--- config.mk ---
export PLATFORM = sky130hd
export DESIGN_NAME = display_scan_ctrl
export DESIGN_NICKNAME = d
export VERILOG_FILES = /design/src/rtl/display_scan_ctrl_pkg.sv /design/src/rtl/display_scan_ctrl_scan_slot_timer.sv /design/src/rtl/display_scan_ctrl.sv
export SDC_FILE = /design/constraint.sdc
export NUM_CORES = 1
export LEC_CHECK = 0
export CAP_MARGIN = 25
export CORE_MARGIN = 1
export CORE_UTILIZATION = 53
export CTS_BUF_LIST = sky130_fd_sc_hd__clkbuf_4
export DETAILED_ROUTE_END_ITERATION = 7
export GPL_TIMING_DRIVEN = 0
export PLACE_DENSITY = 0.83
export SLEW_MARGIN = 30
export SYNTH_ARGS = -nofsm -noshare
export SYNTH_HDL_FRONTEND = slang
export SYNTH_SLANG_ARGS = --single-unit
--- constraint.sdc ---
create_clock -name i_Clk -period 4.6 [get_ports i_Clk]
set_input_delay 0.92 -clock i_Clk [delete_from_list [all_inputs] [get_ports i_Clk]]
set_output_delay 0.92 -clock i_Clk [all_outputs]
set_load 0.02 [all_outputs]
--- src/rtl/display_scan_ctrl_pkg.sv ---
`default_nettype none
// +----------------------------------------------------------------------------+
// | Module      : display_scan_ctrl_pkg                                        |
// | Description : Scan FSM state encodings and the digit-select to anode map.  |
// | Revision    : 1.0 - initial release                                        |
// +----------------------------------------------------------------------------+
package display_scan_ctrl_pkg;

    localparam int c_STATE_W = 2;
    typedef logic [c_STATE_W-1:0] state_t;

    localparam state_t c_ST_IDLE  = 2'd0;
    localparam state_t c_ST_BLANK = 2'd1;
    localparam state_t c_ST_ON    = 2'd2;
    localparam state_t c_ST_OFF   = 2'd3;

    // Digit k pulls anode bit (n-1-k) low; callers truncate to their ring width.
    function automatic logic [31:0] anode_onecold(input int unsigned sel, input int unsigned n);
        return ~(32'd1 << (n - 1 - sel));
    endfunction

endpackage
`default_nettype wire

--- src/rtl/display_scan_ctrl_scan_slot_timer.sv ---
`default_nettype none
// +----------------------------------------------------------------------------+
// | Module      : scan_slot_timer                                              |
// | Description : Free-running slot counter with terminal-count flag and clear.|
// | Revision    : 1.0 - initial release                                        |
// +----------------------------------------------------------------------------+
module scan_slot_timer #(
    parameter int PRESCALE = 100000,
    parameter int CNT_W    = 17
) (
    input  logic             i_Clk,
    input  logic             i_Reset,
    input  logic             i_Clear,
    output logic [CNT_W-1:0] o_Cnt,
    output logic             o_Tc
);

    localparam logic [CNT_W-1:0] c_LAST = CNT_W'(PRESCALE - 1);

    logic [CNT_W-1:0] r_cnt;
    logic             w_tc;

    assign w_tc = (r_cnt == c_LAST);

    always_ff @(posedge i_Clk) begin
        if (i_Reset || i_Clear || w_tc) begin
            r_cnt <= '0;
        end else begin
            r_cnt <= r_cnt + CNT_W'(1);
        end
    end

    assign o_Cnt = r_cnt;
    assign o_Tc  = w_tc;

endmodule
`default_nettype wire

--- src/rtl/display_scan_ctrl.sv ---
`default_nettype none
// +----------------------------------------------------------------------------+
// | Module      : display_scan_ctrl                                            |
// | Description : 7-segment digit scan scheduler with blanking and PWM dimming.|
// | Revision    : 1.0 - initial release                                        |
// +----------------------------------------------------------------------------+
module display_scan_ctrl
    import display_scan_ctrl_pkg::*;
#(
    parameter int N_DIGITS  = 4,
    parameter int SEL_W     = 2,
    parameter int PRESCALE  = 100000,
    parameter int BLANK_CYC = 1000,
    parameter int DUTY_W    = 4
) (
    input  logic                i_Clk,
    input  logic                i_Reset,
    input  logic                i_Enable,
    input  logic [DUTY_W-1:0]   i_Bright,
    input  logic [N_DIGITS-1:0] i_DigitEn,
    output logic [SEL_W-1:0]    o_Sel,
    output logic [N_DIGITS-1:0] o_Anodos,
    output logic                o_SlotStart,
    output logic                o_Lit
);

    localparam int               c_CNT_W      = (PRESCALE > 2) ? $clog2(PRESCALE) : 1;
    localparam logic [c_CNT_W-1:0] c_STEP     = c_CNT_W'((PRESCALE - BLANK_CYC) >> DUTY_W);
    localparam logic [c_CNT_W-1:0] c_BLANK    = c_CNT_W'(BLANK_CYC);
    localparam logic [c_CNT_W-1:0] c_BLANK_LAST = c_CNT_W'(BLANK_CYC - 1);

    state_t              r_state;
    state_t              w_state_nxt;
    logic [SEL_W-1:0]    r_sel;
    logic [SEL_W-1:0]    w_sel_nxt;
    logic                w_slot_start;
    logic [DUTY_W-1:0]   r_bright_q;
    logic                r_en_q;
    logic [N_DIGITS-1:0] r_anodes;
    logic                r_slot_start;
    logic                r_lit;
    logic [N_DIGITS-1:0] w_onecold;
    logic [c_CNT_W-1:0]  w_cnt;
    logic                w_tc;
    logic [c_CNT_W-1:0]  w_on_end;
    logic                w_timer_clr;

    assign w_timer_clr = (r_state == c_ST_IDLE) || !i_Enable;

    scan_slot_timer #(
        .PRESCALE (PRESCALE),
        .CNT_W    (c_CNT_W)
    ) u_slot_timer (
        .i_Clk   (i_Clk),
        .i_Reset (i_Reset),
        .i_Clear (w_timer_clr),
        .o_Cnt   (w_cnt),
        .o_Tc    (w_tc)
    );

    assign w_on_end  = c_BLANK + c_CNT_W'(r_bright_q) * c_STEP;
    assign w_onecold = N_DIGITS'(anode_onecold(32'(w_sel_nxt), N_DIGITS));

    // Leaving IDLE outranks slot end so a fresh start always begins at digit 0.
    always_comb begin
        w_state_nxt  = r_state;
        w_sel_nxt    = r_sel;
        w_slot_start = 1'b0;
        if (r_state == c_ST_IDLE) begin
            if (i_Enable) begin
                w_state_nxt  = c_ST_BLANK;
                w_sel_nxt    = '0;
                w_slot_start = 1'b1;
            end
        end else if (!i_Enable) begin
            w_state_nxt = c_ST_IDLE;
            w_sel_nxt   = '0;
        end else if (w_tc) begin
            w_state_nxt  = c_ST_BLANK;
            w_sel_nxt    = r_sel + SEL_W'(1);
            w_slot_start = 1'b1;
        end else begin
            case (r_state)
                c_ST_BLANK: begin
                    if (w_cnt == c_BLANK_LAST) begin
                        w_state_nxt = ((r_bright_q != '0) && r_en_q) ? c_ST_ON : c_ST_OFF;
                    end
                end
                c_ST_ON: begin
                    if (w_cnt == w_on_end - c_CNT_W'(1)) begin
                        w_state_nxt = c_ST_OFF;
                    end
                end
                default: begin
                    w_state_nxt = r_state;
                end
            endcase
        end
    end

    always_ff @(posedge i_Clk) begin
        if (i_Reset) begin
            r_state      <= c_ST_IDLE;
            r_sel        <= '0;
            r_bright_q   <= '0;
            r_en_q       <= 1'b0;
            r_anodes     <= '1;
            r_slot_start <= 1'b0;
            r_lit        <= 1'b0;
        end else begin
            r_state      <= w_state_nxt;
            r_sel        <= w_sel_nxt;
            r_slot_start <= w_slot_start;
            r_lit        <= (w_state_nxt == c_ST_ON);
            r_anodes     <= (w_state_nxt == c_ST_ON) ? w_onecold : '1;
            if (w_slot_start) begin
                r_bright_q <= i_Bright;
                r_en_q     <= i_DigitEn[w_sel_nxt];
            end
        end
    end

    assign o_Sel       = r_sel;
    assign o_Anodos    = r_anodes;
    assign o_SlotStart = r_slot_start;
    assign o_Lit       = r_lit;

endmodule
`default_nettype wire

==> summary.txt <==
Setup path
  • CP Launch Type: flip-flop
  • Setup crit start: r_bright_q[2]
  • CP Max Fanout: 8
  • Reg2reg start: r_bright_q[2]
  • Critical path destination: r_state[0]
  • Worst R2R Setup Slack: 0.17 ns
  • FF-to-FF End: r_state[0]
  • WP data required: 4.88 ns
  • Crit Path Category: reg -> reg
  • Critical Path End Type: flip-flop
  • Crit path DAT: 4.70 ns
  • R2R depth: 14

STA
  • Fin Setup TNS: 0 ns
  • Clk_skew: 0.01692 ns
  • Final setup vio count: 0
  • Slew HR: 0.5362
  • RSZ-0062 raised after global routing: false
  • Final setup margin: 0.1749 ns
  • Achievable clock frequency: 0.2260 GHz
  • Final min period: 4.425 ns
  • Max-slew violations: 0
  • Worst-Margin Slew: 0.6911 ns
  • Final Hold Viols: 0
  • Tcrit/Tclk final: 0.9620

Clocking
  • Total CTS buffers: 5
  • Cts hold-fix bufs: 0
  • Longest Clk Path Bufs: 2
  • H-tree depth: 2
  • Clock-pin slew on the worst setup and hold paths: 0.11 ns
  • Clk_lat worst skew: 0.34 ns
  • CTS Root Buffer Type: clkbuf_4
  • TritonCTS clock tree: done
  • Sink Count: 32

Synth
  • Mapped cell area: 0.002754 mm^2
  • Syn Inst Count: 330
  • Synthesized Nets: 379
  • Main synth FF type: dfxtp_1
  • Share of the synthesized area in the top cell type: 0.2326
  • Synth warnings: 0
  • EDFF count, synth: 0
  • Synth cell types: 56
  • FFs w/ async S/R, synth: 0
  • Flops & latches, synth: 32
  • Ranking of synthesized cells by area: dfxtp_1, ha_1, xnor2_1, nor2_1, xor2_1
  • Yosys top cell by area: dfxtp_1
  • Syn Area/Cell: 8.345 um^2
  • Sequential cell area fraction in the yosys report: 0.2326

Placement
  • Final HPWL DP: 5.047 mm
  • Port buffer count: 18
  • DP Worst Slack: -0.2278 ns
  • Cell total after placement: 415
  • Final GP Congestion: 0.9303

Final layout
  • Antenna cells: 0
  • Cell Count, Final, Fillers Out: 426
  • Area of the multi-input gates: 0.002046 mm^2
  • Final Util: 0.6501
  • Most frequent cells in the layout: nor2_1, ha_1, dfxtp_1
  • Most common cell after layout, fill and taps aside: nor2_1
  • Fillers: 422
  • Final nets: 407
  • Fraction of layout cells with a size suffix above 1: 0.08357
  • FF/Latch Area: 644.4 um^2
  • Area grow syn2layout: 14.45%

Floorplanning
  • Vert. Die Dim: 74.09 um
  • Die W: 74.09 um
  • IO Pins: 19
  • Row count: 25
  • Starting Density: 0.5680
  • Area of the core: 0.004848 mm^2
  • Die area: 0.005489 mm^2

Route
  • Vias per inst: 5.791
  • Routed length per placed instance: 15.63 um
  • Routed Wire Length: 6.659 mm
  • Drt first pass iters: 5
  • Initial drt markers: 173
  • Vias: 2467
  • # DRC: 0
  • Final ANT Viol Nets: 0

Run status
  • Run status: finished clean

Global routing
  • Total gr overflow: 0
  • Antenna violations before repair: 0
  • Vias in the first global route: 2409
  • Global-route wire length before repair: 11.09 mm
  • GR Util All Layers: 0.2643
  • Largest net degree at the start of global routing: 15

Power
  • VDD IR-drop max: 0.0001519 V
  • Pwr dens: 237.8 mW/mm^2
  • P_leak: 1.278 nW

Min path
  • Worst hold-check path type: reg -> reg

Flow run
  • Max Cap Viol: 0
registers in the layout, indices dropped and copies added, names as in the netlist:
register / flops
o_Anodos: 4
o_Lit: 1
o_Sel: 2
o_SlotStart: 1
r_bright_q: 4
r_en_q: 1
r_state: 2
u_slot_timer.o_Cnt: 17
layer usage:
| layer | share of wire | up-vias | GRT usage | routed length [um] |
|---|---|---|---|---|
| met3 | 0.060 | 9 | 0.03794 | 397 |
| met2 | 0.47 | 76 | 0.4596 | 3134 |
| met1 | 0.45 | 1162 | 0.3416 | 3025 |
| met5 | 0 | - | 0 | 0 |
| met4 | 0.015 | 0 | 0.07051 | 102 |
| li1 | - | 1220 | - | - |
final cells by class:
cell class	instances	area share
inverters	16	0.02025
repair buffers	21	0.06431
plain buffers	9	0.01151
clock buffers	5	0.01191
clock inverters	3	0.01191
flip-flops and latches	32	0.2044
well taps	67	0.02660
multi-input cells	273	0.6491
synth_stat cells, types with 3 or more instances:
| library cell | number |
|---|---|
| nor2_1 | 39 |
| ha_1 | 35 |
| dfxtp_1 | 32 |
| nand2_1 | 25 |
| xnor2_1 | 24 |
| inv_1 | 16 |
| xor2_1 | 16 |
| a21oi_1 | 13 |
| nand3_1 | 13 |
| o21ai_0 | 8 |
| a21o_1 | 7 |
| clkbuf_1 | 7 |
| mux2i_1 | 7 |
| and2_1 | 5 |
| and3_1 | 5 |
| nand2b_1 | 5 |
| nand4_1 | 5 |
| nor3_1 | 5 |
| o211ai_1 | 5 |
| nor2b_1 | 4 |
| fa_1 | 3 |
| nand3b_1 | 3 |
| o31ai_1 | 3 |
| or4_1 | 3 |
metrics by stage:
stage	instance area (um^2)	total power [mW]	hold WS, ns
6_report	3152	0.7494	0.5377
5_1_grt	3152	0.7932	0.5726
4_1_cts	3100	0.7418	0.5323
3_5_place_dp	3018	0.5331	0.5087
3_3_place_gp	3018	0.5239	0.4906
2_1_floorplan	2754	0.4782	0.4485
power breakdown:
group          internal [mW]  total, mW  leakage, nW  switching (mW)
sequential             0.282      0.293        0.260          0.0108
combinational          0.109      0.248        0.977           0.138
clock                  0.111      0.209       0.0403          0.0979
total                  0.503      0.749         1.28           0.247
worst min path at each step:
stage	start	to	slack [ns]	cells past startpoint
2_1_floorplan	u_slot_timer.o_Cnt[0]	u_slot_timer.o_Cnt[0]	0.45	1
3_3_place_gp	u_slot_timer.o_Cnt[0]	u_slot_timer.o_Cnt[0]	0.49	1
3_5_place_dp	r_en_q	r_en_q	0.51	2
4_1_cts	r_en_q	r_en_q	0.53	2
5_1_grt	r_en_q	r_en_q	0.57	2
6_report	r_en_q	r_en_q	0.54	2
kinds of logic after synthesis:
family / count (synthesis) / share of synthesized area
compound gates: 58 / 0.1481
mux: 9 / 0.03362
buf+inv: 25 / 0.03499
simple gates: 127 / 0.2367
flops: 32 / 0.2326
fa+ha+maj: 38 / 0.1808
xor+xnor: 41 / 0.1331
what timing repair did:
item / 4_1_cts / 5_1_grt
cloned: 0 / 0
gates resized for setup: 3 / 5
setup buffers: 0 / 3
endpoints found under the setup margin: 6 / 6
critical path: stages, from the launching register on:
cell,delay (ns)
dfxtp_2,0.47
clkinvlp_4,0.25
ha_1,0.43
xnor2_1,0.17
xnor2_1,0.14
ha_1,0.32
ha_1,0.35
a21o_1,0.19
and3_1,0.23
o31ai_4,0.30
mux2_2,0.37
or4_1,0.58
nor4_4,0.26
nand2_1,0.12
a211oi_2,0.21
No activity file was read; power rests on OpenSTA's default activity.
